**src/rtl/seg7_scan_ctrl.sv**
```systemverilog
// rtl/seg7_scan_ctrl.sv - 4-digit seven-segment scan controller with blanking, PWM and frame-buffered value
// Optional feature macro: LZ_BLANK_EN (leading-zero suppression).
module seg7_scan_ctrl #(
    parameter int DIGIT_CYCLES = 3000,
    parameter int BLANK_CYCLES = 48,
    parameter int CNT_W        = 12
) (
    input  logic        CLK,
    input  logic        RST_N,
    input  logic [15:0] VALUE,
    input  logic        LOAD,
    input  logic [3:0]  DIG_EN,
    input  logic [3:0]  BRIGHT,
    output logic [6:0]  SEG,
    output logic [3:0]  COMM,
    output logic        FRAME,
    output logic        PENDING
);
    typedef enum logic {ST_BLANK, ST_DRIVE} state_t;

    localparam logic [CNT_W-1:0] SLOT_LAST  = CNT_W'(DIGIT_CYCLES - 1);
    localparam logic [CNT_W-1:0] BLANK_LAST = CNT_W'(BLANK_CYCLES - 1);

    state_t           state;
    logic [CNT_W-1:0] cnt;
    logic [1:0]       dig;
    logic [3:0]       pwm;
    logic [15:0]      active;
    logic [15:0]      staging;

    logic             slot_end;
    logic             frame_end;
    logic             lit;
    logic [3:0]       nibble;
    logic [3:0]       eligible;
    logic [6:0]       glyph;

    assign slot_end  = (cnt == SLOT_LAST);
    assign frame_end = slot_end && (dig == 2'd3);
    assign nibble    = active[{dig, 2'b00} +: 4];

`ifdef LZ_BLANK_EN
    // A digit is eligible once any nibble at or above it is non-zero; digit 0 always shows.
    assign eligible = {|active[15:12], |active[15:8], |active[15:4], 1'b1};
`else
    assign eligible = 4'b1111;
`endif

    assign lit = (state == ST_DRIVE) && DIG_EN[dig] && eligible[dig]
                 && ({1'b0, pwm} < ({1'b0, BRIGHT} + 5'd1));

    always_comb begin
        glyph = 7'b0000000;
        case (nibble)
            4'h0: glyph = 7'b0111111;
            4'h1: glyph = 7'b0000110;
            4'h2: glyph = 7'b1011011;
            4'h3: glyph = 7'b1001111;
            4'h4: glyph = 7'b1100110;
            4'h5: glyph = 7'b1101101;
            4'h6: glyph = 7'b1111101;
            4'h7: glyph = 7'b0000111;
            4'h8: glyph = 7'b1111111;
            4'h9: glyph = 7'b1101111;
            4'hA: glyph = 7'b1110111;
            4'hB: glyph = 7'b1111100;
            4'hC: glyph = 7'b0111001;
            4'hD: glyph = 7'b1011110;
            4'hE: glyph = 7'b1111001;
            4'hF: glyph = 7'b1110001;
            default: glyph = 7'b0000000;
        endcase
    end

    always_ff @(posedge CLK) begin
        if (!RST_N) begin
            state   <= ST_BLANK;
            cnt     <= '0;
            dig     <= 2'd0;
            pwm     <= 4'd0;
            active  <= 16'h0000;
            staging <= 16'h0000;
            SEG     <= 7'b0000000;
            COMM    <= 4'b1111;
            FRAME   <= 1'b0;
            PENDING <= 1'b0;
        end else begin
            if (slot_end) begin
                cnt   <= '0;
                dig   <= dig + 2'd1;
                state <= ST_BLANK;
            end else begin
                cnt <= cnt + 1'b1;
                if (state == ST_BLANK && cnt == BLANK_LAST) begin
                    state <= ST_DRIVE;
                end
            end

            pwm <= (state == ST_DRIVE && !slot_end) ? pwm + 4'd1 : 4'd0;

            SEG   <= lit ? glyph : 7'b0000000;
            COMM  <= lit ? ~(4'b0001 << dig) : 4'b1111;
            FRAME <= frame_end;

            // Active only changes at the frame boundary so a frame never mixes two values.
            if (frame_end) begin
                if (LOAD) begin
                    active  <= VALUE;
                    staging <= VALUE;
                    PENDING <= 1'b0;
                end else if (PENDING) begin
                    active  <= staging;
                    PENDING <= 1'b0;
                end
            end else if (LOAD) begin
                staging <= VALUE;
                PENDING <= 1'b1;
            end
        end
    end
endmodule

```
**config.mk**
```make
export PLATFORM = sky130hd
export DESIGN_NAME = seg7_scan_ctrl
export DESIGN_NICKNAME = d
export VERILOG_FILES = /design/src/rtl/seg7_scan_ctrl.sv
export SDC_FILE = /design/constraint.sdc
export NUM_CORES = 1
export LEC_CHECK = 0
export BUFFER_PORTS_ARGS = -buffer_cell sky130_fd_sc_hd__buf_2
export CAP_MARGIN = 20
export CORE_MARGIN = 2
export CORE_UTILIZATION = 51
export CTS_CLUSTER_DIAMETER = 50
export DETAILED_ROUTE_END_ITERATION = 7
export PLACE_DENSITY = 0.75
export SKIP_LAST_GASP = 1
export SLEW_MARGIN = 0
export SYNTH_ARGS = -nofsm -noshare
export SYNTH_HDL_FRONTEND = slang
export SYNTH_SLANG_ARGS = --single-unit
```
**constraint.sdc**
```tcl
create_clock -name CLK -period 2.15 [get_ports CLK]
set_clock_uncertainty 0.1 [all_clocks]
set_input_delay 0.645 -clock CLK [delete_from_list [all_inputs] [get_ports CLK]]
set_output_delay 0.645 -clock CLK [all_outputs]
set_load 0.005 [all_outputs]
```
==> After elaboration in Yosys (flattened, before gate mapping) <==
Memories as Yosys holds them, arrays and structs flattened. A register that Yosys moved wholly into a read port is not among the register bits.
Index checks and enable logic that the tools add are counted.
{ "classes": {"n_reduce_logical": 14, "eq_ne": 3, "bitwise_logic": 3, "muxes": 6, "shifts": 2, "magnitude_cmp": 2, "n_addsub": 4} }
{ "op_table": {"columns": ["operator", "count"], "rows": [
  ["two-way mux 16 bit", 2],
  ["variable part select 16 x 5 -> 4 bit", 1],
  ["adder 12 x 1 -> 12 bit (second input constant)", 1],
  ["equality test 12 bit (second input constant)", 1],
  ["equality test 12 x 6 -> 1 bit (second input constant)", 1],
  ["logical AND 1 bit", 6],
  ["AND reduction 2 bit", 3],
  ["adder 4 x 1 -> 5 bit (second input constant)", 1],
  ["< comparator 4 x 5 -> 1 bit", 1],
  ["adder 4 x 1 -> 4 bit (second input constant)", 1],
  ["binary-select mux 1 bit (select 2 bit)", 2],
  ["inverter 4 bit", 1],
  ["OR reduction 2 bit", 2],
  ["left shift 1 x 2 -> 4 bit (first input constant)", 1],
  ["< comparator 2 x 3 -> 1 bit (second input constant)", 1],
  ["adder 2 x 1 -> 2 bit (second input constant)", 1],
  ["equality test 2 bit (second input constant)", 1],
  ["logical NOT 1 bit", 2],
  ["two-way mux 1 bit", 2],
  ["inverter 1 bit", 2],
  ["nonzero test 2 bit", 1]
]} }
{ "totals": {"mem_bits_ro": 112, "output_inout_bits": 13, "wordCells": 44, "register_bits": 57, "n_memories": 1} }
{ "mem_list": {"columns": ["memory", "depth", "width", "rd", "rd_ports_with_merged_regs", "write_ports", "line", "rtl"], "rows": [
  ["(name not given)", 16, 7, 1, 1, 0, "54", "case (nibble)"]
]} }

==> Logic depth before layout (Yosys ltp) <==
Gate-level depths: netlist (run 1).
{ "depth": {"ltp_word": 7, "mapped_depth": 8, "ltp_nobuf": 7} }

==> Least setup slack after synthesis (run 1) <==
OpenSTA, ideal clock, no wires.
{ "synth_timing": {"path_type": "input to register", "from": "input BRIGHT[0]", "to": "register SEG[3]", "arrival_ns": 2.012, "slack_ns": -0.037, "cell_stages": 8, "required_time_ns": 1.974, "setup_time_ns": 0.076, "path_cell_list": "ha_1 -> xnor2_1 -> ha_1 -> o21ai_0 -> nand2b_1 -> a31oi_1 -> clkbuf_1 -> a21boi_0"} }
{ "synth_via": {"elab_chain_len": 5} }
{ "synth_rtl": {"columns": ["element", "line", "rtl"], "rows": [
  ["from (decl)", "13", "input logic [3:0] BRIGHT,"],
  ["adder 4 x 1 -> 5 bit", "50", "&& ({1'b0, pwm} < ({1'b0, BRIGHT} + 5'd1));"],
  ["< comparator 4 x 5 -> 1 bit", "50", null],
  ["logical AND 1 bit", "50", null],
  ["AND reduction 2 bit (no line)", null, null],
  ["logical NOT 1 bit (no line)", null, null],
  ["to (decl)", "14", "output logic [6:0] SEG,"]
]} }
No other way between the ends.
A chain may end at the register's enable or synchronous reset.

==> Final worst setup path (run 1) <==
{ "layout_timing": {"from": "register dig[0]", "to": "register SEG[3]"} }
{ "layout_via": {"elab_chain_len": 7, "word_cells_on_any_way": 10, "classes_between": "shift: 1; mux: 4; reduce/logical: 5"} }
{ "layout_rtl": {"columns": ["element", "line", "rtl"], "rows": [
  ["from (decl)", "26", "logic [1:0] dig;"],
  ["from (signal assigned)", "90", "dig <= dig + 2'd1;"],
  ["binary-select mux 1 bit (select 2 bit)", "49", "assign lit = (state == ST_DRIVE) && DIG_EN[dig] && eligible[dig]"],
  ["two-way mux 1 bit (not written as such)", "49", null],
  ["logical AND 1 bit (2 in a row)", "49", null],
  ["logical AND 1 bit", "50", null],
  ["AND reduction 2 bit (no line)", null, null],
  ["logical NOT 1 bit (no line)", null, null]
]} }
Parallel ways exist; a longest one is shown, timed or not. The select of a mux whose other input is x is not followed.

==> Implementation_results.wiki, run 1 <==
{| class="wikitable"
! Metric !! Value
|-
| Final cell count without fillers || between 400 and 500
|-
| Minimum clock period || 2000 ps
|-
| Area of all placed cells without fillers || 0.00345 mm²
|-
| Type of the setup path with the least slack || flip-flop to flip-flop
|-
| Avg Synthesized Cell Area || ~10 µm²
|-
| Max-slew violations || 0
|-
| Row cnt || 27
|-
| Die boundary width || 80.7 µm
|-
| Post-DR vias/cell || 5.03
|-
| Cts bufs inserted || 9
|-
| Drt pass-1 iters || 4
|-
| Die height || 80.7 µm
|-
| Final hold slack || approximately 360 ps
|-
| Number of cells in the design after placement || a little under 400
|-
| Maximum net fanout on the critical path || 4
|-
| Arrival @ worst endpoint || 2160 ps
|-
| Clock latency on the worst-skew pair || 340 ps
|-
| Total Die Area || 0.00651 mm²
|-
| Effective utilization at floorplan || between 50% and 60%
|-
| Clock Tree Root || sky130_fd_sc_hd__clkbuf_8
|-
| TritonCTS clock tree || built
|-
| Final period util || 93.2%
|-
| DR iter-0 viols || 77
|-
| Number of warning messages in the yosys log || 0
|-
| Nets || 374
|-
| Synthesized-area fraction occupied by and/or/nand/nor cells || 21.2%
|-
| Async set or reset register ratio after synthesis || 0%
|-
| Via count || just over 2000
|-
| Leakage || between 1 and 1.5 nW
|-
| Vias in the first global route || 1995
|-
| First-pass GRT wire length || 9120 µm
|-
| Most common flop cell mapped by yosys || sky130_fd_sc_hd__dfxtp_1
|-
| Startpoint type of the worst setup path || flip-flop
|-
| Most frequent cells after synthesis || sky130_fd_sc_hd__dfxtp_1 (64), sky130_fd_sc_hd__and2_1 (22), sky130_fd_sc_hd__nor2_1 (20), sky130_fd_sc_hd__nor2b_1 (19)
|-
| Achievable Freq || between 0.4 and 0.5 GHz
|-
| Fraction of the yosys area taken by sequential cells || 42.7%
|-
| Number of setup violations in the final report || 0
|-
| Design Power || around 2.2 mW
|-
| Clock Sink Count || 64
|-
| Level count of the clock H-tree || 3
|-
| Largest family of logic cells by synthesized area || simple AND/OR/NAND/NOR gates
|-
| Synthesized instance count || 286
|-
| Area fraction in compound gates after synthesis || 3.42%
|-
| Global-route total usage across every layer || 18.8%
|-
| Gate power share || 5.5%
|-
| PD cells || 650 mW/mm²
|-
| Fraction of power spent switching nets || 22.0%
|-
| Routability congestion estimate from global placement || 0.870
|-
| Setup repair after global routing missed its margin || no
|-
| Area share of the leading cell type in the synthesized netlist || 42.7%
|-
| Sequential Area || 0.00128 mm²
|-
| Count of buffers added by post-CTS timing repair for setup || 0
|-
| Result of the run || completed
|-
| Clock Power Share || between 40% and 50%
|-
| Total inserted antenna cells || 0
|-
| Placed instance area || 0.00328 mm²
|-
| Largest area contributor in the netlist || sky130_fd_sc_hd__dfxtp_1
|-
| Cell area after synthesis || between 0.003 and 0.004 mm²
|-
| Proportion of synthesized area in mux cells || 16.2%
|-
| Adder and majority gate portion of the synthesized area || 7.09%
|-
| Maximum VDD drop || 0.401 mV
|-
| Bufs on Longest Clock Path || 2
|-
| Count of fill cells added during filler insertion || 485
|-
| Number of routed nets with antenna violations || 0
|-
| Proportion of layout cells with a drive suffix above 1 || 26.0%
|-
| PortBufs || 39
|-
| Leading cell types by total area after synthesis || sky130_fd_sc_hd__dfxtp_1 (43%), sky130_fd_sc_hd__ha_1 (7.1%), sky130_fd_sc_hd__mux2_2 (6.0%), sky130_fd_sc_hd__mux2i_1 (5.7%), sky130_fd_sc_hd__and2_1 (4.6%)
|-
| Footprint of the multi-input gates || about 0.0016 mm²
|-
| Clock input transition at the sequential cells of the worst setup and hold paths || 60 ps
|-
| Required time of the critical path || about 2300 ps
|-
| Layout area overhead || 15.0%
|-
| Final hold violation count || 0
|-
| Post-Synth XOR/XNOR Area || under 10%
|-
| # Max-Cap Violations || 0
|-
| Slew headroom || between 60% and 70%
|-
| Internal Power || 1.75 mW
|-
| Synthesized flop and latch total || 64
|-
| Total congestion overflow || 0
|-
| Initial antenna violation count || 0
|-
| Remaining routing DRC violations || 0
|-
| Detail-routed net length per standard cell || 13.4 µm
|-
| Kind of end point of the critical path || flip-flop
|-
| Top-level I/O count || 40
|-
| Transition time of the tightest slew-check pin || 477 ps
|-
| Number of enable flip-flop cells after synthesis || 0
|-
| Sequential share of power || ~54%
|-
| Total nets after synthesis || 330
|-
| Min-delay worst type || flip-flop to flip-flop
|-
| Core footprint || 0.00561 mm²
|-
| Switching pwr || 0.492 mW
|-
| Detailed Place HPWL || 4040 µm
|-
| Count of instances resized after the clock tree is built || 0
|-
| Most frequent cell after synthesis || sky130_fd_sc_hd__dfxtp_1
|-
| Cell variety after synth || 38
|-
| Largest net degree at the start of global routing || 39
|-
| Post-CTS Hold Fix Bufs || 0
|-
| Post-detailed-routing wire length || 5460 µm
|}
## final cells by class
| type | instances | area share (%) |
|---|---|---|
| multi-input combinational | 200 | 46.5 |
| sequential | 64 | 37.2 |
| timing repair buffer | 48 | 7.98 |
| clock buffer | 12 | 4.50 |
| tap | 72 | 2.61 |
| inverter | 7 | 0.762 |
| clock inverter | 3 | 0.508 |
## metal layers
layer | GRT usage (%) | share of wire [%] | up-vias
met5 | 0 | 0 | -
met4 | 7.97 | 2.0 | 0
met3 | 6.85 | 4.3 | 11
met2 | 31.3 | 47 | 36
met1 | 21.7 | 46 | 933
li1 | - | - | 1063
## cell usage in the layout, fill, tap and decap left out, types with 2 or more instances in the layout
master and n:
sky130_fd_sc_hd__buf_2 39, sky130_fd_sc_hd__nand4b_1 2, sky130_fd_sc_hd__mux2i_1 17, sky130_fd_sc_hd__mux4_2 6, sky130_fd_sc_hd__nand2_1 12, sky130_fd_sc_hd__nand4_1 5, sky130_fd_sc_hd__nand2b_1 3, sky130_fd_sc_hd__nor2b_1 19
sky130_fd_sc_hd__xnor2_1 4, sky130_fd_sc_hd__buf_4 8, sky130_fd_sc_hd__xor2_1 15, sky130_fd_sc_hd__nor3_1 2, sky130_fd_sc_hd__and3_1 6, sky130_fd_sc_hd__o211ai_1 2, sky130_fd_sc_hd__and4_1 2, sky130_fd_sc_hd__and2_1 22
sky130_fd_sc_hd__nand3b_1 3, sky130_fd_sc_hd__a31oi_1 2, sky130_fd_sc_hd__clkinv_2 2, sky130_fd_sc_hd__nor2_1 20, sky130_fd_sc_hd__mux2_2 16, sky130_fd_sc_hd__nor3b_1 2, sky130_fd_sc_hd__ha_1 17, sky130_fd_sc_hd__nand3_1 7
sky130_fd_sc_hd__clkbuf_8 11, sky130_fd_sc_hd__nor4_1 2, sky130_fd_sc_hd__o21bai_1 2, sky130_fd_sc_hd__o21ai_0 4, sky130_fd_sc_hd__dfxtp_1 63, sky130_fd_sc_hd__inv_1 7
## sequential cells by signal, summed over array words and instances (netlist names)
register  count
FRAME         1
PENDING       1
COMM          4
staging      16
SEG           7
dig           2
active       16
state         1
cnt          12
pwm           4
## stage by stage
step / TNS [ps] / setup slack (ps) / util [%]
floorplan: 0 / 36.9 / -
global placement: -501 / -88.3 / 58.4
detailed placement: -1050 / -162 / 58.4
CTS: 0 / 55.4 / 61.5
global route: 0 / 56.1 / 61.5
finish: 0 / 146 / 61.5
## final timing paths
path,start,end,slack [ps],cells past startpoint
worst max register to register,dig[0]$_SDFFE_PN0P_,SEG[3]$_SDFF_PN0_,150,5
worst max-delay path,dig[0]$_SDFFE_PN0P_,SEG[3]$_SDFF_PN0_,150,5
worst min register to register,cnt[0]$_SDFF_PP0_,cnt[0]$_SDFF_PP0_,360,1
worst min-delay path,cnt[0]$_SDFF_PP0_,cnt[0]$_SDFF_PP0_,360,1
## power groups by stage
stage               clock [mW]  sequential [mW]  combinational, mW
detailed placement           0             1.24              0.124
global placement             0             1.24              0.121
floorplan                    0             1.24             0.0822
CTS                      0.930             1.22              0.125
global route             0.981             1.22              0.139
finish                   0.900             1.22              0.123
## cells by family (layout without fill, tap and decap cells)
group                    after synthesis  after routing
AO/OA/AOI/OAI                         15             15
XOR/XNOR                              19             19
buffers and inverters                 22             70
adder cells (fa/ha/maj)               17             17
AND/OR/NAND/NOR                      110            110
flip-flops                            64             64
multiplexers                          39             39
## worst max-delay path: stages, from the launching register on
cell and delay (ps):
sky130_fd_sc_hd__dfxtp_2 370, sky130_fd_sc_hd__mux4_2 580, sky130_fd_sc_hd__ha_1 290, sky130_fd_sc_hd__nor2b_1 150, sky130_fd_sc_hd__a211o_1 270, sky130_fd_sc_hd__a21boi_0 180
Power figures use the tool's default switching activity.
==> inputs of run 2 (changes only) <==
CELL_PAD_IN_SITES_DETAIL_PLACEMENT = 0   (was not set)
CELL_PAD_IN_SITES_GLOBAL_PLACEMENT = 1   (was not set)
CORE_UTILIZATION = 40   (was 51)
PLACE_DENSITY = not set   (was 0.75)
PLACE_DENSITY_LB_ADDON = 0.1   (was not set)
RECOVER_POWER = 100   (was not set)
==> Implementation_results.wiki, run 2 (same netlist as run 1, synthesis figures left out) <==
{| class="wikitable"
! Metric !! Value
|-
| Clock Power Share || 45.1%
|-
| Row cnt || 31
|-
| DR iter-0 viols || 54
|-
| Leakage || 1.42 nW
|-
| Cts bufs inserted || 9
|-
| Commonest non-fill, non-tap cells in the layout || sky130_fd_sc_hd__dfxtp_1 (63), sky130_fd_sc_hd__buf_2 (33), sky130_fd_sc_hd__nor2_1 (20), sky130_fd_sc_hd__nor2b_1 (19), sky130_fd_sc_hd__and2_1 (19)
|-
| Most frequent standard cell in the layout excluding fill and tap cells || sky130_fd_sc_hd__dfxtp_1
|-
| Post-CTS Hold Fix Bufs || 0
|-
| Count of buffers added by post-CTS timing repair for setup || 0
|-
| Required time of the critical path || 2310 ps
|-
| Clock Tree Root || sky130_fd_sc_hd__clkbuf_8
|-
| Routability congestion estimate from global placement || 0.773
|-
| Final hold slack || 375 ps
|-
| Maximum VDD drop || 0.306 mV
|-
| Register-to-Register Path Depth || 5
|-
| Sequential share of power || 50.1%
|-
| Post-DR vias/cell || 4.65
|-
| Proportion of layout cells with a drive suffix above 1 || between 20% and 30%
|-
| Layout area overhead || 17.3%
|-
| TritonCTS clock tree || built
|-
| Endpoint of the worst-slack reg-to-reg timing path || SEG[3]$_SDFF_PN0_
|-
| Count of fill cells added during filler insertion || about 710
|-
| Core footprint || slightly above 0.007 mm²
|-
| Number of cells on the critical path || 5
|-
| Minimum clock period || 1960 ps
|-
| Endpoint with the worst hold slack || pwm[0]$_SDFF_PN0_
|-
| Min-delay worst type || flip-flop to flip-flop
|-
| Internal Power || 1.93 mW
|-
| Switching pwr || about 0.5 mW
|-
| Die boundary width || 90.6 µm
|-
| Clock Sink Count || 64
|-
| Transition time of the tightest slew-check pin || 365 ps
|-
| Fraction of power spent switching nets || about a fifth
|-
| Achievable Freq || 0.511 GHz
|-
| Startpoint of the worst hold path || pwm[0]$_SDFF_PN0_
|-
| Startpoint type of the worst setup path || flip-flop
|-
| Nets || 376
|-
| Initial antenna violation count || 0
|-
| Vias in the first global route || approximately 1900
|-
| Die height || 90.6 µm
|-
| Total congestion overflow || 0
|-
| Family with the most delay on the worst path || multiplexers
|-
| PD cells || 691 mW/mm²
|-
| Total Die Area || 0.00821 mm²
|-
| Minimum setup slack among reg-to-reg paths || 190 ps
|-
| Maximum net fanout on the critical path || 4
|-
| Count of instances resized after the clock tree is built || 0
|-
| Gate power share || under 10%
|-
| Clock latency on the worst-skew pair || 330 ps
|-
| PortBufs || 39
|-
| Detailed Place HPWL || between 3000 and 4000 µm
|-
| Number of routed nets with antenna violations || 0
|-
| Worst slack at placement || -155 ps
|-
| Startpoint of the worst register-to-register path || dig[0]$_SDFFE_PN0P_
|-
| Bufs on Longest Clock Path || 2
|-
| Effective utilization at floorplan || 41.4%
|-
| Level count of the clock H-tree || 3
|-
| Final period util || 91.0%
|-
| Type of the setup path with the least slack || flip-flop to flip-flop
|-
| Worst path max stage delay || 570 ps
|-
| Clock input transition at the sequential cells of the worst setup and hold paths || 70 ps
|-
| # Max-Cap Violations || 0
|-
| Global-route total usage across every layer || 14.6%
|-
| Number of setup violations in the final report || 0
|-
| Setup repair after global routing missed its margin || no
|-
| Max-slew violations || 0
|-
| Drt pass-1 iters || 4
|-
| Final core area utilization || 48.5%
|-
| Total inserted antenna cells || 0
|-
| Worst-case setup margin in the final layout || 195 ps
|-
| Top-level I/O count || 40
|-
| Largest net degree at the start of global routing || 35
|-
| Detail-routed net length per standard cell || 12.4 µm
|-
| Slew headroom || 75.6%
|-
| Worst hold path cell count || 1
|-
| Critical Path Slowest Stage Cell || sky130_fd_sc_hd__mux4_2
|-
| Remaining routing DRC violations || 0
|-
| Result of the run || completed
|-
| Crit-path cells || mux4_2 -> ha_1 -> nor2b_1 -> a211o_1 -> a21boi_0
|-
| Via count || 2029
|-
| First-pass GRT wire length || around 9500 µm
|-
| Final hold violation count || 0
|-
| Arrival @ worst endpoint || 2110 ps
|-
| Post-detailed-routing wire length || 5410 µm
|-
| Kind of end point of the critical path || flip-flop
|-
| Registers with the highest flip-flop counts || active (16), staging (16), cnt (12)
|-
| Worst path bufs/invs || 0
|}
## run 2: final cells by class
class | count | area, µm² | area share [%]
timing repair buffer | 50 | 274 | 7.79
multi-input combinational | 200 | 1590 | 45.3
clock buffer | 14 | 183 | 5.19
clock inverter | 2 | 35.0 | 0.996
inverter | 7 | 26.3 | 0.747
tap | 99 | 124 | 3.52
sequential | 64 | 1280 | 36.5
## run 2: worst register-to-register path: stages, from the launching register on
cell	delay (ps)
sky130_fd_sc_hd__dfxtp_2	370
sky130_fd_sc_hd__mux4_2	570
sky130_fd_sc_hd__ha_1	290
sky130_fd_sc_hd__nor2b_1	150
sky130_fd_sc_hd__a211o_1	260
sky130_fd_sc_hd__a21boi_0	150
## run 2: power by group through the flow
| stage | registers, mW | logic (mW) | clock network (mW) |
|---|---|---|---|
| finish | 1.22 | 0.116 | 1.10 |
| detailed placement | 1.25 | 0.125 | 0 |
| global route | 1.22 | 0.133 | 1.20 |
| global placement | 1.25 | 0.124 | 0 |
| CTS | 1.22 | 0.126 | 1.14 |
| floorplan | 1.24 | 0.0822 | 0 |
## run 2: through the flow
stage | instance area [µm²] | TNS, ps | std cells | total power, mW
2_1_floorplan | 3000 | 0 | 286 | 1.32
4_1_cts | 3540 | 0 | 436 | 2.48
5_1_grt | 3520 | 0 | 436 | 2.55
3_5_place_dp | 3320 | -1150 | 420 | 1.37
3_3_place_gp | 3320 | -609 | 420 | 1.37
6_report | 3520 | 0 | 436 | 2.43
## run 2: worst max-delay path by stage
stage,start,to,slack [ps]
finish,dig[0]$_SDFFE_PN0P_,SEG[3]$_SDFF_PN0_,190
global route,BRIGHT[0],SEG[3]$_SDFF_PN0_,50
CTS,dig[0]$_SDFFE_PN0P_,SEG[3]$_SDFF_PN0_,130
detailed placement,BRIGHT[0],SEG[3]$_SDFF_PN0_,-160
global placement,BRIGHT[0],SEG[3]$_SDFF_PN0_,-100
floorplan,BRIGHT[0],SEG[3]$_SDFF_PN0_,40
## run 2: routing by layer
layer	routed length [µm]	track usage, %	vias up
met1	2900	20.9	919
met3	191	3.09	8
met2	2210	20.0	32
li1	-	-	1070
met5	0	0	-
met4	103	8.46	0
==> inputs of run 3 (changes only) <==
ABC_AREA = 1   (was not set)
CORE_UTILIZATION = 37   (was 40)
==> Implementation_results.wiki, run 3 <==
{| class="wikitable"
! Metric !! Value
|-
| Total inserted antenna cells || 0
|-
| Core footprint || 0.00813 mm²
|-
| Most common flop cell mapped by yosys || sky130_fd_sc_hd__dfxtp_1
|-
| Worst path max stage delay || 290 ps
|-
| Worst-case setup margin in the final layout || around 280 ps
|-
| Leakage || 1.60 nW
|-
| Detailed Place HPWL || 4810 µm
|-
| Most frequent cells after synthesis || sky130_fd_sc_hd__nand2_1 (91), sky130_fd_sc_hd__nor2_1 (80), sky130_fd_sc_hd__dfxtp_1 (64), sky130_fd_sc_hd__inv_1 (39), sky130_fd_sc_hd__nand3_1 (29)
|-
| Largest area contributor in the netlist || sky130_fd_sc_hd__dfxtp_1
|-
| PortBufs || 39
|-
| Vias in the first global route || 2446
|-
| Async set or reset register ratio after synthesis || 0%
|-
| Startpoint of the worst hold path || cnt[0]$_SDFF_PP0_
|-
| Avg Synthesized Cell Area || 7.28 µm²
|-
| Via count || between 2000 and 3000
|-
| Proportion of layout cells with a drive suffix above 1 || 14.5%
|-
| Die boundary width || about 95 µm
|-
| Crit-path cells || clkbuf_1 -> ha_1 -> xnor2_1 -> ha_1 -> nand2_1 -> nand2_1 -> nand3_1 -> nand2_1 -> inv_1 -> nand3b_1 -> a21oi_1
|-
| Total nets after synthesis || 467
|-
| Final period util || 87.1%
|-
| Clock latency on the worst-skew pair || 340 ps
|-
| Count of buffers added by post-CTS timing repair for setup || 0
|-
| Effective utilization at floorplan || 37.9%
|-
| Count of instances resized after the clock tree is built || 0
|-
| Cell area after synthesis || 0.00308 mm²
|-
| Final cell count without fillers || 580
|-
| Kind of end point of the critical path || flip-flop
|-
| Nets || 514
|-
| Register-to-Register Path Depth || 7
|-
| Number of routed nets with antenna violations || 0
|-
| Min-delay worst type || flip-flop to flip-flop
|-
| Cts bufs inserted || 9
|-
| Area share of the leading cell type in the synthesized netlist || between 40% and 50%
|-
| Arrival @ worst endpoint || just over 2000 ps
|-
| Initial antenna violation count || 0
|-
| Post-detailed-routing wire length || 6510 µm
|-
| Post-CTS Hold Fix Bufs || 0
|-
| Endpoint with the worst hold slack || cnt[0]$_SDFF_PP0_
|-
| Startpoint of the worst register-to-register path || cnt[0]$_SDFF_PP0_
|-
| Cell variety after synth || 28
|-
| Number of setup violations in the final report || 0
|-
| Registers with the highest flip-flop counts || active (16), staging (16), cnt (12)
|-
| Number of cells in the design after placement || 564
|-
| Endpoint of the worst-slack reg-to-reg timing path || active[14]$_SDFFE_PN0P_
|-
| Worst hold path cell count || 1
|-
| TritonCTS clock tree || built
|-
| Synthesized instance count || 423
|-
| Remaining routing DRC violations || 0
|-
| Max-slew violations || 0
|-
| Minimum clock period || 1870 ps
|-
| Routability congestion estimate from global placement || 0.792
|-
| Detail-routed net length per standard cell || 11.2 µm
|-
| Required time of the critical path || 2320 ps
|-
| Minimum setup slack among reg-to-reg paths || ~310 ps
|-
| Final hold slack || 353 ps
|-
| Die height || 95.2 µm
|-
| Achievable Freq || ~0.53 GHz
|-
| Drt pass-1 iters || 4
|-
| Bufs on Longest Clock Path || 2
|-
| Layout area overhead || 16.6%
|-
| Final hold violation count || 0
|-
| Largest net degree at the start of global routing || 33
|-
| Most frequent standard cell in the layout excluding fill and tap cells || sky130_fd_sc_hd__nand2_1
|-
| First-pass GRT wire length || 11400 µm
|-
| Level count of the clock H-tree || 3
|-
| Global-route total usage across every layer || approximately 16%
|-
| Fraction of the yosys area taken by sequential cells || 41.6%
|-
| Synthesized flop and latch total || 64
|-
| Worst slack at placement || -104 ps
|-
| Result of the run || completed
|-
| Transition time of the tightest slew-check pin || 458 ps
|-
| Commonest non-fill, non-tap cells in the layout || sky130_fd_sc_hd__nand2_1 (92), sky130_fd_sc_hd__nor2_1 (80), sky130_fd_sc_hd__dfxtp_1 (64), sky130_fd_sc_hd__inv_1 (39), sky130_fd_sc_hd__buf_2 (30)
|-
| Top-level I/O count || 40
|-
| PD cells || 699 mW/mm²
|-
| DR iter-0 viols || 94
|-
| Slew headroom || between 60% and 70%
|-
| Maximum VDD drop || 0.287 mV
|-
| Total Die Area || 0.00907 mm²
|-
| Startpoint type of the worst setup path || primary input
|-
| Leading cell types by total area after synthesis || sky130_fd_sc_hd__dfxtp_1 (42%), sky130_fd_sc_hd__nand2_1 (11%), sky130_fd_sc_hd__nor2_1 (9.8%), sky130_fd_sc_hd__ha_1 (6.9%), sky130_fd_sc_hd__inv_1 (4.8%)
|-
| Critical Path Slowest Stage Cell || sky130_fd_sc_hd__ha_1
|-
| Total congestion overflow || 0
|-
| Number of warning messages in the yosys log || 0
|-
| Row cnt || 33
|-
| # Max-Cap Violations || 0
|-
| Clock input transition at the sequential cells of the worst setup and hold paths || around 70 ps
|-
| Clock Tree Root || sky130_fd_sc_hd__clkbuf_8
|-
| Type of the setup path with the least slack || primary input to flip-flop
|-
| Setup repair after global routing missed its margin || no
|-
| Maximum net fanout on the critical path || 6
|-
| Number of enable flip-flop cells after synthesis || 0
|-
| Design Power || 2.51 mW
|-
| Most frequent cell after synthesis || sky130_fd_sc_hd__nand2_1
|-
| Clock Sink Count || 64
|-
| Post-DR vias/cell || 4.59
|-
| Library cell appearing most often on the critical path || sky130_fd_sc_hd__nand2_1
|}
==> run 3: how the worst max path moves through the flow <==
stage / from / end / slack (ps) / cells after the start
floorplan: BRIGHT[0] / SEG[3]$_SDFF_PN0_ / 160 / 10
global placement: BRIGHT[0] / SEG[3]$_SDFF_PN0_ / -60 / 11
detailed placement: BRIGHT[0] / SEG[0]$_SDFF_PN0_ / -100 / 11
CTS: BRIGHT[0] / SEG[0]$_SDFF_PN0_ / 250 / 11
global route: BRIGHT[0] / SEG[3]$_SDFF_PN0_ / 80 / 11
finish: BRIGHT[0] / SEG[1]$_SDFF_PN0_ / 280 / 11
==> run 3: cell families after synthesis <==
group | count (synthesis) | synth area share, %
xor gates and xnor gates | 7 | 1.99
adders and majority gates | 17 | 6.91
buffers and inverters | 57 | 8.17
DFF | 64 | 41.6
and+or+nand+nor | 245 | 35.8
AOI/OAI and AO/OA | 33 | 5.49
==> run 3: area by class of cell <==
class | instances | area (µm²)
tap | 105 | 131
fill | 845 | 4540
multi-input combinational | 302 | 1530
clock buffer | 10 | 138
timing repair buffer | 50 | 267
sequential | 64 | 1280
clock inverter | 6 | 82.6
inverter | 43 | 161
==> run 3: layer usage <==
layer  wire length, µm  part of all wire [%]  track usage (%)  vias to the layer above
met4                82                   1.3             6.16                        0
met1              3480                    53             22.9                     1139
met5                 0                     0                0                        -
met3               334                   5.1             4.51                        7
li1                  -                     -                -                     1450
met2              2610                    40             22.8                       65
==> run 3: critical path, delay by kind of cell <==
family                   cells  cell delay [ps]
AO/OA/AOI/OAI                1              180
XOR/XNOR                     1              130
adder cells (fa/ha/maj)      2              510
buffers and inverters        2              140
AND/OR/NAND/NOR              5              420
==> run 3: through the flow <==
stage | cell area [µm²] | utilization [%] | TNS (ps)
5_1_grt | 3590 | 44.1 | 0
6_report | 3590 | 44.1 | 0
2_1_floorplan | 3080 | - | 0
3_5_place_dp | 3400 | 41.8 | -835
3_3_place_gp | 3400 | 41.8 | -452
4_1_cts | 3620 | 44.5 | 0
==> run 3: where the power goes <==
part	leakage, nW	internal [mW]	total [mW]	switching [mW]
sequential	0.521	1.21	1.22	0.00881
combinational	0.963	0.0550	0.139	0.0842
clock	0.112	0.678	1.15	0.471
